`config.mk`:
```
export PLATFORM = sky130hd
export DESIGN_NAME = uart_tx_ctrl
export DESIGN_NICKNAME = d
export VERILOG_FILES = /design/src/rtl/uart_tx_ctrl.sv
export SDC_FILE = /design/constraint.sdc
export NUM_CORES = 1
export LEC_CHECK = 0
export ABC_AREA = 1
export ABC_CLOCK_PERIOD_IN_PS = 3100
export CAP_MARGIN = 5
export CORE_MARGIN = 5
export CORE_UTILIZATION = 50
export DETAILED_ROUTE_END_ITERATION = 7
export PLACE_DENSITY = 0.76
export REMOVE_ABC_BUFFERS = 1
export SLEW_MARGIN = 0
export SYNTH_ARGS = -nofsm -noshare
export SYNTH_HDL_FRONTEND = slang
export SYNTH_SLANG_ARGS = --single-unit
```
`constraint.sdc`:
```
create_clock -name PCLK -period 3.1 [get_ports PCLK]
set_clock_uncertainty 0.15 [all_clocks]
set_input_delay 0.62 -clock PCLK [delete_from_list [all_inputs] [get_ports PCLK]]
set_output_delay 0.62 -clock PCLK [all_outputs]
set_load 0.02 [all_outputs]
```
`src/rtl/uart_tx_ctrl.sv`:
```
// UART transmit sequencer: pops the XMIT FIFO and serialises start/data/parity/stop
// on sTX, paced by the 16x baud enable; also drives LSR THRE/TEMT.
module uart_tx_ctrl #(
   parameter int PDATA_WIDTH        = 8,
   parameter int BAUD_SAMPLE_CYCLES = 16
) (
   input  logic                   PCLK,
   input  logic                   PRESET,
   input  logic                   baud16_tick,
   input  logic                   fifo_empty,
   output logic                   fifo_rd,
   input  logic [PDATA_WIDTH-1:0] fifo_rdata,
   input  logic [1:0]             lcr_wls,
   input  logic                   lcr_stb,
   input  logic                   lcr_pen,
   input  logic                   lcr_eps,
   input  logic                   lcr_bc,
   input  logic                   mcr_loop,
   output logic                   sTX,
   output logic                   loop_tx,
   output logic                   thre,
   output logic                   temt,
   output logic                   tx_busy
);

   localparam int TW = $clog2(2 * BAUD_SAMPLE_CYCLES);
   localparam int BW = $clog2(PDATA_WIDTH);
   localparam logic [TW-1:0] BIT_LAST   = TW'(BAUD_SAMPLE_CYCLES - 1);
   localparam logic [TW-1:0] STOP15_LAST = TW'(BAUD_SAMPLE_CYCLES + BAUD_SAMPLE_CYCLES / 2 - 1);
   localparam logic [TW-1:0] STOP2_LAST  = TW'(2 * BAUD_SAMPLE_CYCLES - 1);

   typedef enum logic [2:0] {S_IDLE, S_LOAD, S_START, S_DATA, S_PARITY, S_STOP} state_e;

   state_e                 state_q;
   logic [PDATA_WIDTH-1:0] shreg_q;
   logic [TW-1:0]          tick_q;
   logic [BW-1:0]          bit_q;
   logic [1:0]             wls_q;
   logic                   stb_q, pen_q, par_q, frame_q;
   logic                   bc_q, loop_q, thre_q, temt_q;

   logic [PDATA_WIDTH-1:0] char_mask;
   logic                   par_d;
   logic [TW-1:0]          last_tick;
   logic                   tick_end, data_last, pop;

   // Parity is taken from the N live data bits only, at load time.
   always_comb begin
      char_mask = '0;
      for (int i = 0; i < PDATA_WIDTH; i++)
         char_mask[i] = (i < 5 + int'(lcr_wls));
      par_d = ^(fifo_rdata & char_mask) ^ ~lcr_eps;
   end

   always_comb begin
      last_tick = BIT_LAST;
      if (state_q == S_STOP && stb_q)
         last_tick = (wls_q == 2'b00) ? STOP15_LAST : STOP2_LAST;
   end

   assign tick_end  = baud16_tick && (tick_q == last_tick);
   assign data_last = (bit_q == BW'(wls_q) + BW'(4));

   // Pop is combinational so a back-to-back frame starts 2 cycles after the terminal stop tick.
   assign pop = !PRESET && !fifo_empty &&
                (state_q == S_IDLE || (state_q == S_STOP && tick_end));
   assign fifo_rd = pop;

   always_ff @(posedge PCLK) begin
      if (PRESET) begin
         state_q <= S_IDLE;
         shreg_q <= '0;
         tick_q  <= '0;
         bit_q   <= '0;
         wls_q   <= '0;
         stb_q   <= 1'b0;
         pen_q   <= 1'b0;
         par_q   <= 1'b0;
         frame_q <= 1'b1;
         bc_q    <= 1'b0;
         loop_q  <= 1'b0;
         thre_q  <= 1'b1;
         temt_q  <= 1'b1;
      end else begin
         bc_q   <= lcr_bc;
         loop_q <= mcr_loop;
         thre_q <= fifo_empty;
         temt_q <= fifo_empty && (state_q == S_IDLE);
         if (baud16_tick && state_q != S_IDLE && state_q != S_LOAD)
            tick_q <= tick_end ? '0 : tick_q + 1'b1;
         case (state_q)
            S_IDLE: if (pop) state_q <= S_LOAD;
            S_LOAD: begin
               shreg_q <= fifo_rdata;
               wls_q   <= lcr_wls;
               stb_q   <= lcr_stb;
               pen_q   <= lcr_pen;
               par_q   <= par_d;
               tick_q  <= '0;
               bit_q   <= '0;
               frame_q <= 1'b0;
               state_q <= S_START;
            end
            S_START: if (tick_end) begin
               frame_q <= shreg_q[0];
               state_q <= S_DATA;
            end
            S_DATA: if (tick_end) begin
               if (data_last) begin
                  frame_q <= pen_q ? par_q : 1'b1;
                  state_q <= pen_q ? S_PARITY : S_STOP;
               end else begin
                  bit_q   <= bit_q + 1'b1;
                  shreg_q <= shreg_q >> 1;
                  frame_q <= shreg_q[1];
               end
            end
            S_PARITY: if (tick_end) begin
               frame_q <= 1'b1;
               state_q <= S_STOP;
            end
            S_STOP: if (tick_end) state_q <= pop ? S_LOAD : S_IDLE;
            default: state_q <= S_IDLE;
         endcase
      end
   end

   // Break and loopback only steer the pin; the sequencer keeps running underneath.
   assign sTX     = bc_q ? 1'b0 : (loop_q ? 1'b1 : frame_q);
   assign loop_tx = loop_q ? frame_q : 1'b1;
   assign thre    = thre_q;
   assign temt    = temt_q;
   assign tx_busy = (state_q != S_IDLE);

endmodule

```
[Yosys cells after proc, flatten, opt, wreduce, memory -nomap -nowiden]
Cells that the tools add are included.
Operators by class
  add/sub/neg operators: 4
  $lt $le $gt $ge: 8
  equal/unequal tests: 15
  multiplexer cells: 27
  bitwise gates (word level): 3
  reduce and logical (&&, ||, !) cells: 21
Operators by type and width (count)
  4-bit by 32-bit < comparator with 1-bit output, first input constant: 3
  3-bit by 32-bit < comparator with 1-bit output, first input constant: 2
  1-bit by 32-bit < comparator with 1-bit output, first input constant: 1
  2-bit by 32-bit < comparator with 1-bit output, first input constant: 1
  3-bit 2-to-1 mux: 8
  3-bit one-hot mux with 6 select lines: 1
  8-bit 2-to-1 mux: 2
  8-bit one-hot mux with 2 select lines: 1
  2-bit inequality test, second input constant: 7
  1-bit 2-to-1 mux: 10
  5-bit 2-to-1 mux: 2
  8-bit bitwise AND: 1
  1-bit logical AND: 8
  8-bit XOR reduction: 1
  3-bit by 2-bit == test with 1-bit output, second input constant: 2
  3-bit == test, second input constant: 2
  3-bit one-hot mux with 2 select lines: 1
  6-bit AND reduction: 1
  5-bit by 1-bit adder with 5-bit output, second input constant: 1
  5-bit == test: 1
  3-bit by 2-bit adder with 4-bit output, first input constant: 1
  3-bit by 4-bit < comparator with 1-bit output, first input constant: 1
  4-bit 2-to-1 mux: 1
  1-bit one-hot mux with 4 select lines: 1
  other kinds (17): 18
Word-level totals
  register bits: 29
  bits of input ports: 19
  output and inout bits: 6
  logic and storage cells: 91

[Longest topological paths before layout]
  depth in word-level cells: 11
  depth in mapped cells: 11
  mapped depth without buffers: 11

[Least setup slack after synthesis]
OpenSTA, ideal clock, no wires.
  path type: input port to output port
  from: input baud16_tick
  to: output fifo_rd
  arrival time: 1.350 ns
  required time: 2.330 ns
  slack: 0.980 ns
  stages on the path: 4
  buffers on the path: 0
  cells stage by stage: nand3_1 nor2_2 nand3_1 a21oi_1
On the way
  cells in the longest elaborated chain, start to end: 4
RTL lines
  from (decl): line 9  | input logic baud16_tick,
  1-bit logical AND: line 61  | assign tick_end = baud16_tick && (tick_q == last_tick);
  1-bit logical AND: line 66  | (state_q == S_IDLE || (state_q == S_STOP && tick_end));
  1-bit logical OR: line 66
  1-bit logical AND: line 65  | assign pop = !PRESET && !fifo_empty &&
  to (decl): line 11  | output logic fifo_rd,
Every way passes these cells.

[Final worst setup path]
Same ends and word-level chain as after synthesis.

==> results.ini <==
[status]
status = finished, final reports clean

[cts]
cts_hold_buffers = 0
cts_made_buffers = 5
cts_buffer_depth = 2
insertion_delay_ns = 0.33
clockRootBuffer = clkbuf_4
htree_levels = 2
cts_sinks = 29
tritoncts = yes
clk_pin_slew_ns = 0.08

[sta]
grt_setup_unrepaired = no
period_minus_slack_ns = 2.947
period_share_pct = 95.07
fin_setup_tns_ns = 0
drv_slew = 0
worst_pin_slew_ns = 0.3841
fmax_mhz = 339.3
postLayoutSetupSlackWorst_ns = 0.1528
setup_viol = 0
fin_hold_ws_ns = 0.3018
hold_violations = 0
slew_headroom_pct = 74.40

[synth]
synth_seq_cells = 29
synth_warnings = 0
synth_edf_count = 0
ys_top_cells_by_area = dfxtp_1 38%, nand2_1 9.7%, a21oi_1 7.0%, o21ai_0 7.0%, inv_1 5.7%
ys.flop_type = dfxtp_1
ys_seq_area_share_pct = 38.47
synthMuxAreaShare_pct = 0
synth_top_area_cell = dfxtp_1
synth_xor_area_share_pct = 7.546
synthArstFlopShare_pct = 0
synthSimpleGateAreaFrac_pct = 25.54
synthAdderAreaFrac_pct = 1.658
ys_types = 28
synth_top_area_share_pct = 38.47
synth_top_family_by_area = simple AND/OR/NAND/NOR gates
syn_avg_cell_area_um2 = 7.118
synth_most_common_cell = nand2_1
synth_compound_area_share_pct = 18.49
syn_inst = 212
syn-cell-area_um2 = 1509
synth_common_cells = 39 x nand2_1, 29 x dfxtp_1, 23 x inv_1, 21 x a21oi_1, 21 x o21ai_0

[power]
cellPowerDensity_nw_per_um2 = 659.1
p_clk_share_pct = 21.5
p_int_mw = 0.7501
p_sw_share_pct = 38.46
irDropWorstVdd_mv = 0.3082
pwr-share-comb_pct = 37.9
pwr-share-seq_pct = 40.6
p_leak_nw = 0.7824
p_sw_mw = 0.4687

[placement]
dp_hpwl_mm = 2.336
dp.cells = 266
placed_cell_area_um2 = 1778
place_ws_ns = 0.1430
io_buffer_count = 24
gp_congestion = 0.8661

[critical_path]
startpoint_type = input port
cp.required_ns = 2.33
cp.depth = 6
critical_path.top_delay_family = buffers and inverters
crit_chain = clkdlybuf4s50_1 > nand3_1 > nor2_2 > nand3_1 > a21oi_1 > clkdlybuf4s50_1
path_buf_inv = 2
max_stage_delay_ns = 0.62
crit_fanout = 2
critical_path_class = in2out
cp.arrival_ns = 2.18
endpoint_kind = output port
cp_slowest_cell = clkdlybuf4s50_1
startpoint = baud16_tick
rr_worst_depth = 7
reg2reg_from = state_q[1]$_SDFFE_PP0P_

[routing]
routedWlPerCell_um = 11.30
wl_mm = 3.097
drt_iter0_markers = 109
first_pass_iters = 4
ant_nets = 0
drt-vias-per-instance = 5.142
remaining_drc_errors = 0
num_vias = 1409

[finish]
antenna_cells = 0
drive_gt1_share_pct = 9.129
fin_area_um2 = 1849
regArea_um2 = 581.8
multi_input_area_um2 = 803.3
nets = 261
fin_cells = 274
fillers = 275
syn_to_final_growth_pct = 22.55

[floorplan]
ios = 25
rows = 20
chipHeight_um = 64.94
die_area_um2 = 4217
core_um2 = 2978
start_util_pct = 50.67
die_width_um = 64.94

[grt]
grt_pass1_vias = 1279
antenna_found_initial = 0
grt_pass1_wl_mm = 5.354
grt-ovfl-total = 0
grt_max_degree = 16
grt_use_total_pct = 16.19

[worst_hold_path]
holdCritStartpoint = shreg_q[6]$_SDFFE_PP0P_
hp-class = reg2reg
hold_depth = 2

[flow_run]
max_cap_violations = 0

[power groups by stage]
stage / sequential [mW] / clock (mW) / combinational (mW)
final: 0.495 / 0.262 / 0.462
after global placement: 0.500 / 0 / 0.462
after floorplan: 0.498 / 0 / 0.322
after global routing: 0.502 / 0.285 / 0.526
after CTS: 0.493 / 0.269 / 0.464
after detailed placement: 0.502 / 0 / 0.462
[sequential cells by signal, indices dropped and copies added (netlist names)]
register / count
thre: 1
shreg_q: 8
par_q: 1
stb_q: 1
pen_q: 1
bc_q: 1
temt: 1
loop_q: 1
bit_q: 3
frame_q: 1
state_q: 3
wls_q: 2
tick_q: 5
[final timing paths]
check	slack, ns	endpoint
worst max-delay path	0.15	fifo_rd
worst min-delay path	0.30	shreg_q[6]$_SDFFE_PP0P_
worst max register to register	1.07	shreg_q[0]$_SDFFE_PP0P_
worst min register to register	0.30	shreg_q[6]$_SDFFE_PP0P_
[layout by cell type (no fill, tap or decap), drive strengths merged]
cell type,synthesis,layout
xnor2,5,5
nor3,2,2
o22ai,2,2
clkdlybuf4s50,0,24
clkbuf,3,7
nor2,21,21
buf,2,2
a21oi,21,21
nand2,45,45
a22oi,1,1
a211oi,1,1
o21bai,1,1
ha,2,2
a31oi,3,3
o311a,1,1
clkinv,1,2
o21ai,22,22
xor2,8,8
dfxtp,29,29
nand3,13,13
nand4,4,4
inv,25,25
[layer usage]
layer	vias up	part of all wire [%]	global-route usage, %	wire [µm]
li1	761	-	-	-
met2	25	48	25.67	1474
met4	0	0.55	6.596	17
met1	621	48	20.68	1474
met5	-	0	0	0
met3	2	4.2	4.333	130
[tightest hold or removal path, stage by stage, from the launching register on]
cell and delay [ns]:
dfxtp_1 0.30, inv_1 0.05, a21oi_1 0.05
[layout make-up]
type                    instances  area share [%]
clock buffers                   7           3.518
clock inverters                 1          0.2706
inverters                      26           5.277
multi-input cells             152           43.44
flip-flops and latches         29           31.46
well taps                      33           2.233
repair buffers                 26           13.80
[cells by family after synthesis]
kind of cell | after synthesis
flops | 29
simple gates | 85
buf+inv | 31
xor+xnor | 13
fa+ha+maj | 2
compound gates | 52
[what timing repair did]
action                     in CTS  in global routing
gates resized for setup         0                  1
setup buffers                   0                  0
setup endpoints to repair       0                  1
[per-stage QoR]
step	total power [mW]	util, %
final	1.219	62.10
after global routing	1.313	62.10
after CTS	1.226	62.06
after detailed placement	0.9639	59.71
after global placement	0.9618	59.71
after floorplan	0.8203	-
Note: power is estimated with default switching activity, not from simulation.
